$ cat src/rtl/imem_loader_pkg.sv
// Shared types and constants for the instruction-memory boot loader.
package imem_loader_pkg;

  localparam int WORD_WIDTH     = 32;
  localparam int BYTES_PER_WORD = 4;
  localparam int BCNT_WIDTH     = $clog2(BYTES_PER_WORD);

  typedef enum logic [2:0] {
    S_LEN0  = 3'd0,
    S_LEN1  = 3'd1,
    S_DATA  = 3'd2,
    S_WRITE = 3'd3,
    S_CSUM  = 3'd4,
    S_DONE  = 3'd5,
    S_ERROR = 3'd6
  } state_t;

endpackage

$ cat src/rtl/imem_loader_if.sv
// Byte stream in plus instruction-memory write port out; master is the loader side.
interface imem_loader_if #(parameter int ADDR_WIDTH = 10);
  import imem_loader_pkg::*;

  logic [7:0]            byte_in;
  logic                  byte_valid;
  logic                  byte_ready;
  logic [ADDR_WIDTH-1:0] imem_addr;
  logic [WORD_WIDTH-1:0] imem_write_data;
  logic                  imem_write_enable;

  modport master (
    input  byte_in, byte_valid,
    output byte_ready, imem_addr, imem_write_data, imem_write_enable
  );

  modport slave (
    output byte_in, byte_valid,
    input  byte_ready, imem_addr, imem_write_data, imem_write_enable
  );

endinterface

$ cat src/rtl/imem_word_packer.sv
// Shifts accepted bytes into a little-endian word; word_ready pulses with the last byte of a word.
// Latency: word_dat holds the full word from the edge that accepts the last byte; no backpressure of its own.
module imem_word_packer
  import imem_loader_pkg::*;
(
  input  logic                  clk,
  input  logic                  rst_n,
  input  logic                  clr,
  input  logic                  byte_vld,
  input  logic [7:0]            byte_dat,
  output logic [WORD_WIDTH-1:0] word_dat,
  output logic                  word_ready
);

  localparam logic [BCNT_WIDTH-1:0] LAST_BYTE = BCNT_WIDTH'(BYTES_PER_WORD - 1);

  logic [BCNT_WIDTH-1:0] cnt;

  // New bytes enter at the top so the first byte ends up in [7:0].
  always_ff @(posedge clk or negedge rst_n) begin
    if (!rst_n) begin
      cnt      <= '0;
      word_dat <= '0;
    end else if (clr) begin
      cnt <= '0;
    end else if (byte_vld) begin
      cnt      <= cnt + BCNT_WIDTH'(1);
      word_dat <= {byte_dat, word_dat[WORD_WIDTH-1:8]};
    end
  end

  assign word_ready = byte_vld && (cnt == LAST_BYTE);

endmodule

$ cat src/rtl/imem_loader.sv
// Boot loader: length-prefixed byte frame -> sequential 32-bit imem writes; write strobe one cycle after 4th byte, 5 cycles/word.
// byte_ready drops during the write cycle and after DONE/ERROR; optional trailing XOR checksum with IMEM_LOADER_CHECKSUM_EN.
module imem_loader
  import imem_loader_pkg::*;
#(
  parameter int ADDR_WIDTH = 10
) (
  input  logic         clk,
  input  logic         rst_n,
  imem_loader_if.master bus,
  input  logic         load_req,
  output logic         cpu_hold,
  output logic         done,
  output logic         error
);

  localparam logic [16:0] CAPACITY = 17'(1) << ADDR_WIDTH;

`ifdef IMEM_LOADER_CHECKSUM_EN
  localparam state_t END_STATE = S_CSUM;
`else
  localparam state_t END_STATE = S_DONE;
`endif

  state_t                state, state_nxt;
  logic                  rdy_en;
  logic [7:0]            len_lo;
  logic [15:0]           len;
  logic [16:0]           word_cnt;
  logic [ADDR_WIDTH-1:0] addr;
  logic [16:0]           len_n;
  logic                  byte_fire, data_fire, clr, last_word, word_ready;
  logic [WORD_WIDTH-1:0] word_dat;

  assign byte_fire = bus.byte_valid && bus.byte_ready;
  assign data_fire = byte_fire && (state == S_DATA);
  assign clr       = load_req && ((state == S_DONE) || (state == S_ERROR));
  assign len_n     = {1'b0, bus.byte_in, len_lo};
  assign last_word = (word_cnt + 17'd1) == {1'b0, len};

  imem_word_packer u_packer (
    .clk        (clk),
    .rst_n      (rst_n),
    .clr        (clr),
    .byte_vld   (data_fire),
    .byte_dat   (bus.byte_in),
    .word_dat   (word_dat),
    .word_ready (word_ready)
  );

  assign bus.imem_write_data = word_dat;
  assign bus.imem_addr       = addr;

`ifdef IMEM_LOADER_CHECKSUM_EN
  logic [7:0] csum;

  always_ff @(posedge clk or negedge rst_n) begin
    if (!rst_n)         csum <= 8'h00;
    else if (clr)       csum <= 8'h00;
    else if (data_fire) csum <= csum ^ bus.byte_in;
  end
`endif

  // Keeps byte_ready low while reset is held, even though state already reads S_LEN0.
  always_ff @(posedge clk or negedge rst_n) begin
    if (!rst_n) rdy_en <= 1'b0;
    else        rdy_en <= 1'b1;
  end

  always_ff @(posedge clk or negedge rst_n) begin
    if (!rst_n) state <= S_LEN0;
    else        state <= state_nxt;
  end

  always_comb begin
    state_nxt = state;
    case (state)
      S_LEN0:  if (byte_fire) state_nxt = S_LEN1;
      S_LEN1: begin
        if (byte_fire) begin
          if (len_n == 17'd0)       state_nxt = END_STATE;
          else if (len_n > CAPACITY) state_nxt = S_ERROR;
          else                       state_nxt = S_DATA;
        end
      end
      S_DATA:  if (word_ready) state_nxt = S_WRITE;
      S_WRITE: state_nxt = last_word ? END_STATE : S_DATA;
`ifdef IMEM_LOADER_CHECKSUM_EN
      S_CSUM: begin
        if (byte_fire) state_nxt = (bus.byte_in == csum) ? S_DONE : S_ERROR;
      end
`endif
      S_DONE, S_ERROR: if (load_req) state_nxt = S_LEN0;
      default: state_nxt = S_LEN0;
    endcase
  end

  always_comb begin
    bus.byte_ready        = 1'b0;
    bus.imem_write_enable = 1'b0;
    cpu_hold              = 1'b1;
    done                  = 1'b0;
    error                 = 1'b0;
    case (state)
      S_LEN0, S_LEN1, S_DATA, S_CSUM: bus.byte_ready = rdy_en;
      S_WRITE: bus.imem_write_enable = 1'b1;
      S_DONE: begin
        done     = 1'b1;
        cpu_hold = 1'b0;
      end
      S_ERROR: error = 1'b1;
      default: ;
    endcase
  end

  // Address wraps naturally at ADDR_WIDTH bits; a full-capacity image lands back on 0.
  always_ff @(posedge clk or negedge rst_n) begin
    if (!rst_n) begin
      len_lo   <= 8'h00;
      len      <= 16'h0000;
      word_cnt <= 17'd0;
      addr     <= '0;
    end else if (clr) begin
      word_cnt <= 17'd0;
      addr     <= '0;
    end else begin
      if ((state == S_LEN0) && byte_fire) len_lo <= bus.byte_in;
      if ((state == S_LEN1) && byte_fire) len    <= {bus.byte_in, len_lo};
      if (state == S_WRITE) begin
        addr     <= addr + ADDR_WIDTH'(1);
        word_cnt <= word_cnt + 17'd1;
      end
    end
  end

endmodule

$ cat src/flat_wrapper.sv
// flat-port wrapper written by rule: the top's interface ports become plain ports
module imem_loader_flat import imem_loader_pkg::*;
#(
  parameter int ADDR_WIDTH = 10
)
  (clk, rst_n, load_req, cpu_hold, done, error, bus_byte_in, bus_byte_valid, bus_byte_ready, bus_imem_addr, bus_imem_write_data, bus_imem_write_enable);
  imem_loader_if #(.ADDR_WIDTH(ADDR_WIDTH)) bus_i ();
  input  logic clk;
  input  logic rst_n;
  input  logic load_req;
  output logic cpu_hold;
  output logic done;
  output logic error;
  input wire logic [$bits(bus_i.byte_in)-1:0] bus_byte_in;
  input wire logic [$bits(bus_i.byte_valid)-1:0] bus_byte_valid;
  output wire logic [$bits(bus_i.byte_ready)-1:0] bus_byte_ready;
  output wire logic [$bits(bus_i.imem_addr)-1:0] bus_imem_addr;
  output wire logic [$bits(bus_i.imem_write_data)-1:0] bus_imem_write_data;
  output wire logic [$bits(bus_i.imem_write_enable)-1:0] bus_imem_write_enable;
  assign bus_i.byte_in = bus_byte_in;
  assign bus_i.byte_valid = bus_byte_valid;
  assign bus_byte_ready = bus_i.byte_ready;
  assign bus_imem_addr = bus_i.imem_addr;
  assign bus_imem_write_data = bus_i.imem_write_data;
  assign bus_imem_write_enable = bus_i.imem_write_enable;
  imem_loader #(.ADDR_WIDTH(ADDR_WIDTH)) u_core (.clk(clk), .rst_n(rst_n), .bus(bus_i), .load_req(load_req), .cpu_hold(cpu_hold), .done(done), .error(error));
endmodule
$ cat config.mk
export PLATFORM = sky130hd
export DESIGN_NAME = imem_loader_flat
export DESIGN_NICKNAME = d
export VERILOG_FILES = /design/src/rtl/imem_loader_pkg.sv /design/src/rtl/imem_loader_if.sv /design/src/rtl/imem_word_packer.sv /design/src/rtl/imem_loader.sv /design/src/flat_wrapper.sv
export SDC_FILE = /design/constraint.sdc
export NUM_CORES = 1
export LEC_CHECK = 0
export ABC_CLOCK_PERIOD_IN_PS = 2800
export BUFFER_PORTS_ARGS = -buffer_cell sky130_fd_sc_hd__buf_2
export CORE_MARGIN = 5
export CORE_UTILIZATION = 57
export DETAILED_ROUTE_END_ITERATION = 8
export PLACE_DENSITY = 0.89
export SKIP_CTS_REPAIR_TIMING = 1
export SLEW_MARGIN = 20
export SYNTH_ARGS = -nofsm -noshare
export SYNTH_HDL_FRONTEND = slang
export SYNTH_SLANG_ARGS = --single-unit
$ cat constraint.sdc
create_clock -name clk -period 2.8 [get_ports clk]
set_clock_uncertainty 0.1 [all_clocks]
set_input_delay 0.56 -clock clk [delete_from_list [all_inputs] [get_ports clk]]
set_output_delay 0.56 -clock clk [all_outputs]
set_load 0.02 [all_outputs]
==> impl_metrics.json <==
{
  "status": "completed",
  "fin_nets": 445,
  "synth_warnings": 0,
  "path_clk_slew_ns": 0.10,
  "die_x_um": 97.18,
  "synthTopCellsByArea": "dfrtp_1 (51%), mux2_2 (15%), xor2_1 (3.8%)",
  "vias_per_cell": 5.835,
  "p_sw_frac": 0.4036,
  "synth_edf_count": 0,
  "min_period_ns": 2.505,
  "die_y_um": 97.18,
  "grt_first_pass_wirelength_um": 15900,
  "finalMaxSlewViolations": 0,
  "finalSetupViolCount": 0,
  "post_drt_wl_per_cell_um": 17.32,
  "dpl-instance-area_sq_um": 4691,
  "die_area_sq_um": 9443,
  "first_global_vias": 3197,
  "start_util": 0.5909,
  "arrival_ns": 1.84,
  "first_pass_iters": 4,
  "cpMaxStageDelayCell": "dfrtp_1",
  "start_kind": "flip-flop",
  "syn-mean-instance-area_sq_um": 11.55,
  "synth.distinct_cells": 52,
  "clock_latency_ns": 0.37,
  "fmax_mhz": 399.2,
  "ys_async_sr_fraction": 1.000,
  "htreeDepth": 3,
  "wl_um": 9251,
  "synth-compound-area-share": 0.08232,
  "port_buffers": 58,
  "met2WireLength_um": 4610,
  "p_per_area_nw_per_um2": 1117,
  "clock_sinks": 89,
  "core_area_sq_um": 7331,
  "row_count": 31,
  "end_kind": "output pin",
  "ff2ff_setup_slack_ns": 0.37,
  "tns_ns": 0,
  "rsz0062_at_grt": "no",
  "netlist.top_cell.by_area": "dfrtp_1",
  "ant_nets": 0,
  "clk_path_buf_depth": 2,
  "place.gp.congestion": 0.8716,
  "internal_power_w": 0.003267,
  "maxCapViolCount": 0,
  "synth_seq_area_share": 0.5142,
  "route.met3.wl_um": 656,
  "wl_met1_um": 3872,
  "synth_adder_area_share": 0.008666,
  "syn2layout_area_growth_pct": 13.23,
  "synth_top_area_frac": 0.5142,
  "fin_cells": 534,
  "clkPwrFrac": 0.172,
  "syn_inst": 375,
  "hold_viol": 0,
  "maxSlewHeadroom": 0.3629,
  "fillers": 530,
  "worst_slew_pin_slew_ns": 0.9557,
  "ys.flop_type": "dfrtp_1",
  "clockRootBuffer": "clkbuf_8",
  "drc_errors": 0,
  "vias": 3116,
  "syn-num-nets": 390,
  "switching_power_w": 0.002211,
  "placedCellCount": 518,
  "worstSetupPathType": "flip-flop to output pin",
  "grtUsageTotal": 0.2065,
  "antenna_cells": 0,
  "drive_gt1_frac": 0.3356,
  "fin_area_sq_um": 4905,
  "p_leak_nw": 2.238,
  "cts_buffers": 9,
  "finalPower_w": 0.005479,
  "top_layer": "met4",
  "top_level_ports": 59,
  "seqPwrFrac": 0.441,
  "min_period_over_period": 0.8945,
  "grt_overflow": 0,
  "hpwlAfterDp_um": 6685,
  "cp_data_required_time_ns": 2.14,
  "worstPathCellList": "nand2_1 > or2_1 > inv_2 > buf_4 > buf_2",
  "synth_top_family_by_area": "multiplexers",
  "synthXorXnorAreaFrac": 0.07655,
  "holdCritPathClass": "input port to asynchronous set/reset pin",
  "antenna_found_initial": 0,
  "ir_worst_vdd_mv": 0.8828,
  "netlist_area_sq_um": 4332,
  "cp_max_fo": 16,
  "combPwrFrac": 0.386,
  "drt_iter0_drc": 201,
  "cts_tree": "yes",
  "synthMuxAreaShare": 0.1502,
  "grt_start_max_net_pins": 52,
  "synthSimpleGateAreaFrac": 0.1389,
  "synth-seq-cells": 89,
  "crit_path_max_incr_delay_ns": 0.61
}
## critical path: cells and delay by family, from the launching register on
family,cells,cell delay [ns]
flip-flops,1,0.61
buffers and inverters,3,0.47
AND/OR/NAND/NOR,2,0.39
## cell families (layout without fill, tap and decap cells)
family,after synthesis,count (layout)
buf+inv,23,83
xor+xnor,34,34
simple gates,111,111
mux,58,58
compound gates,56,56
fa+ha+maj,3,3
other cells,1,1
flops,89,89
## path summary, 6_finish.rpt
kind	cells after the start	end	start
setup / recovery	5	bus_imem_write_enable	u_core.state[0]
hold / removal	1	u_core.word_cnt[15]	rst_n
setup reg to reg	8	u_core.bus.imem_addr[9]	u_core.state[0]
hold reg to reg	1	u_core.u_packer.word_dat[3]	u_core.u_packer.word_dat[3]
max in group asynchronous	2	u_core.u_packer.cnt[0]	rst_n
min in group clk	2	u_core.len[13]	bus_byte_in[5]
## routing by layer
layer  vias up  global-route usage
met5         -                   0
met4         0             0.05616
met3        13             0.06820
met2       107              0.3360
met1      1549              0.2655
li1       1447                   -
## metrics by stage
step                      worst slack (ns)  hold WS, ns  utilization
after global placement              0.4651       0.3681       0.6399
after floorplan                     0.7708       0.1644            -
after global routing                0.1811      0.09342       0.6691
final                               0.2953      0.06074       0.6691
after detailed placement            0.4014       0.3884       0.6399
after CTS                           0.2918      0.07133       0.6691
## sequential cells by signal, summed over array words and instances, names as in the netlist
name                      count
u_core.u_packer.word_dat     32
u_core.word_cnt              17
u_core.len                   16
u_core.bus.imem_addr         10
u_core.len_lo                 8
u_core.state                  3
u_core.u_packer.cnt           2
u_core.rdy_en                 1
## power groups by stage
stage / clock, W / combinational, W / sequential [W]
CTS: 0.000966 / 0.00214 / 0.00241
global route: 0.00104 / 0.00232 / 0.00250
floorplan: 0 / 0.00142 / 0.00249
detailed placement: 0 / 0.00213 / 0.00243
global placement: 0 / 0.00203 / 0.00237
finish: 0.000945 / 0.00212 / 0.00242
## placed cells by master, fill, tap and decap left out, types with 2 or more instances in the layout
cell type  count
inv_6          2
nand2b_1       2
and2_1         4
mux2i_1        2
dfrtp_1       89
o31ai_1        4
xnor2_1       13
nor4_1         3
o21a_1         2
xor2_1        19
nor3_1         6
nor2_1        24
ha_1           3
nand4_1        7
o21ai_0       26
o211ai_1       3
a31oi_1        3
buf_4          5
a21oi_1       10
inv_1          3
nor3b_1        2
nor3_2         2
nand3_1       14
or3_1          3
and3_1         6
clkbuf_8       9
nand2_1       25
buf_2         57
inv_8          3
nand3b_1       3
mux2_2        56
## final cells by class
| class | count | area (sq um) | share of cell area |
|---|---|---|---|
| clock buffer | 9 | 123.9 | 0.02526 |
| clock inverter | 7 | 90.09 | 0.01837 |
| inverter | 4 | 15.01 | 0.003061 |
| multi-input combinational | 263 | 1982 | 0.4041 |
| sequential | 89 | 2227 | 0.4541 |
| tap | 99 | 123.9 | 0.02526 |
| timing repair buffer | 63 | 342.8 | 0.06990 |
## Yosys cell counts, types with 6 or more instances
cell type	count
a21oi_1	10
and3_1	6
buf_2	11
dfrtp_1	89
mux2_2	56
nand2_1	25
nand3_1	14
nand4_1	7
nor2_1	24
nor3_1	6
o21ai_0	26
xnor2_1	13
xor2_1	19
Note: power is estimated with default switching activity, not from simulation.
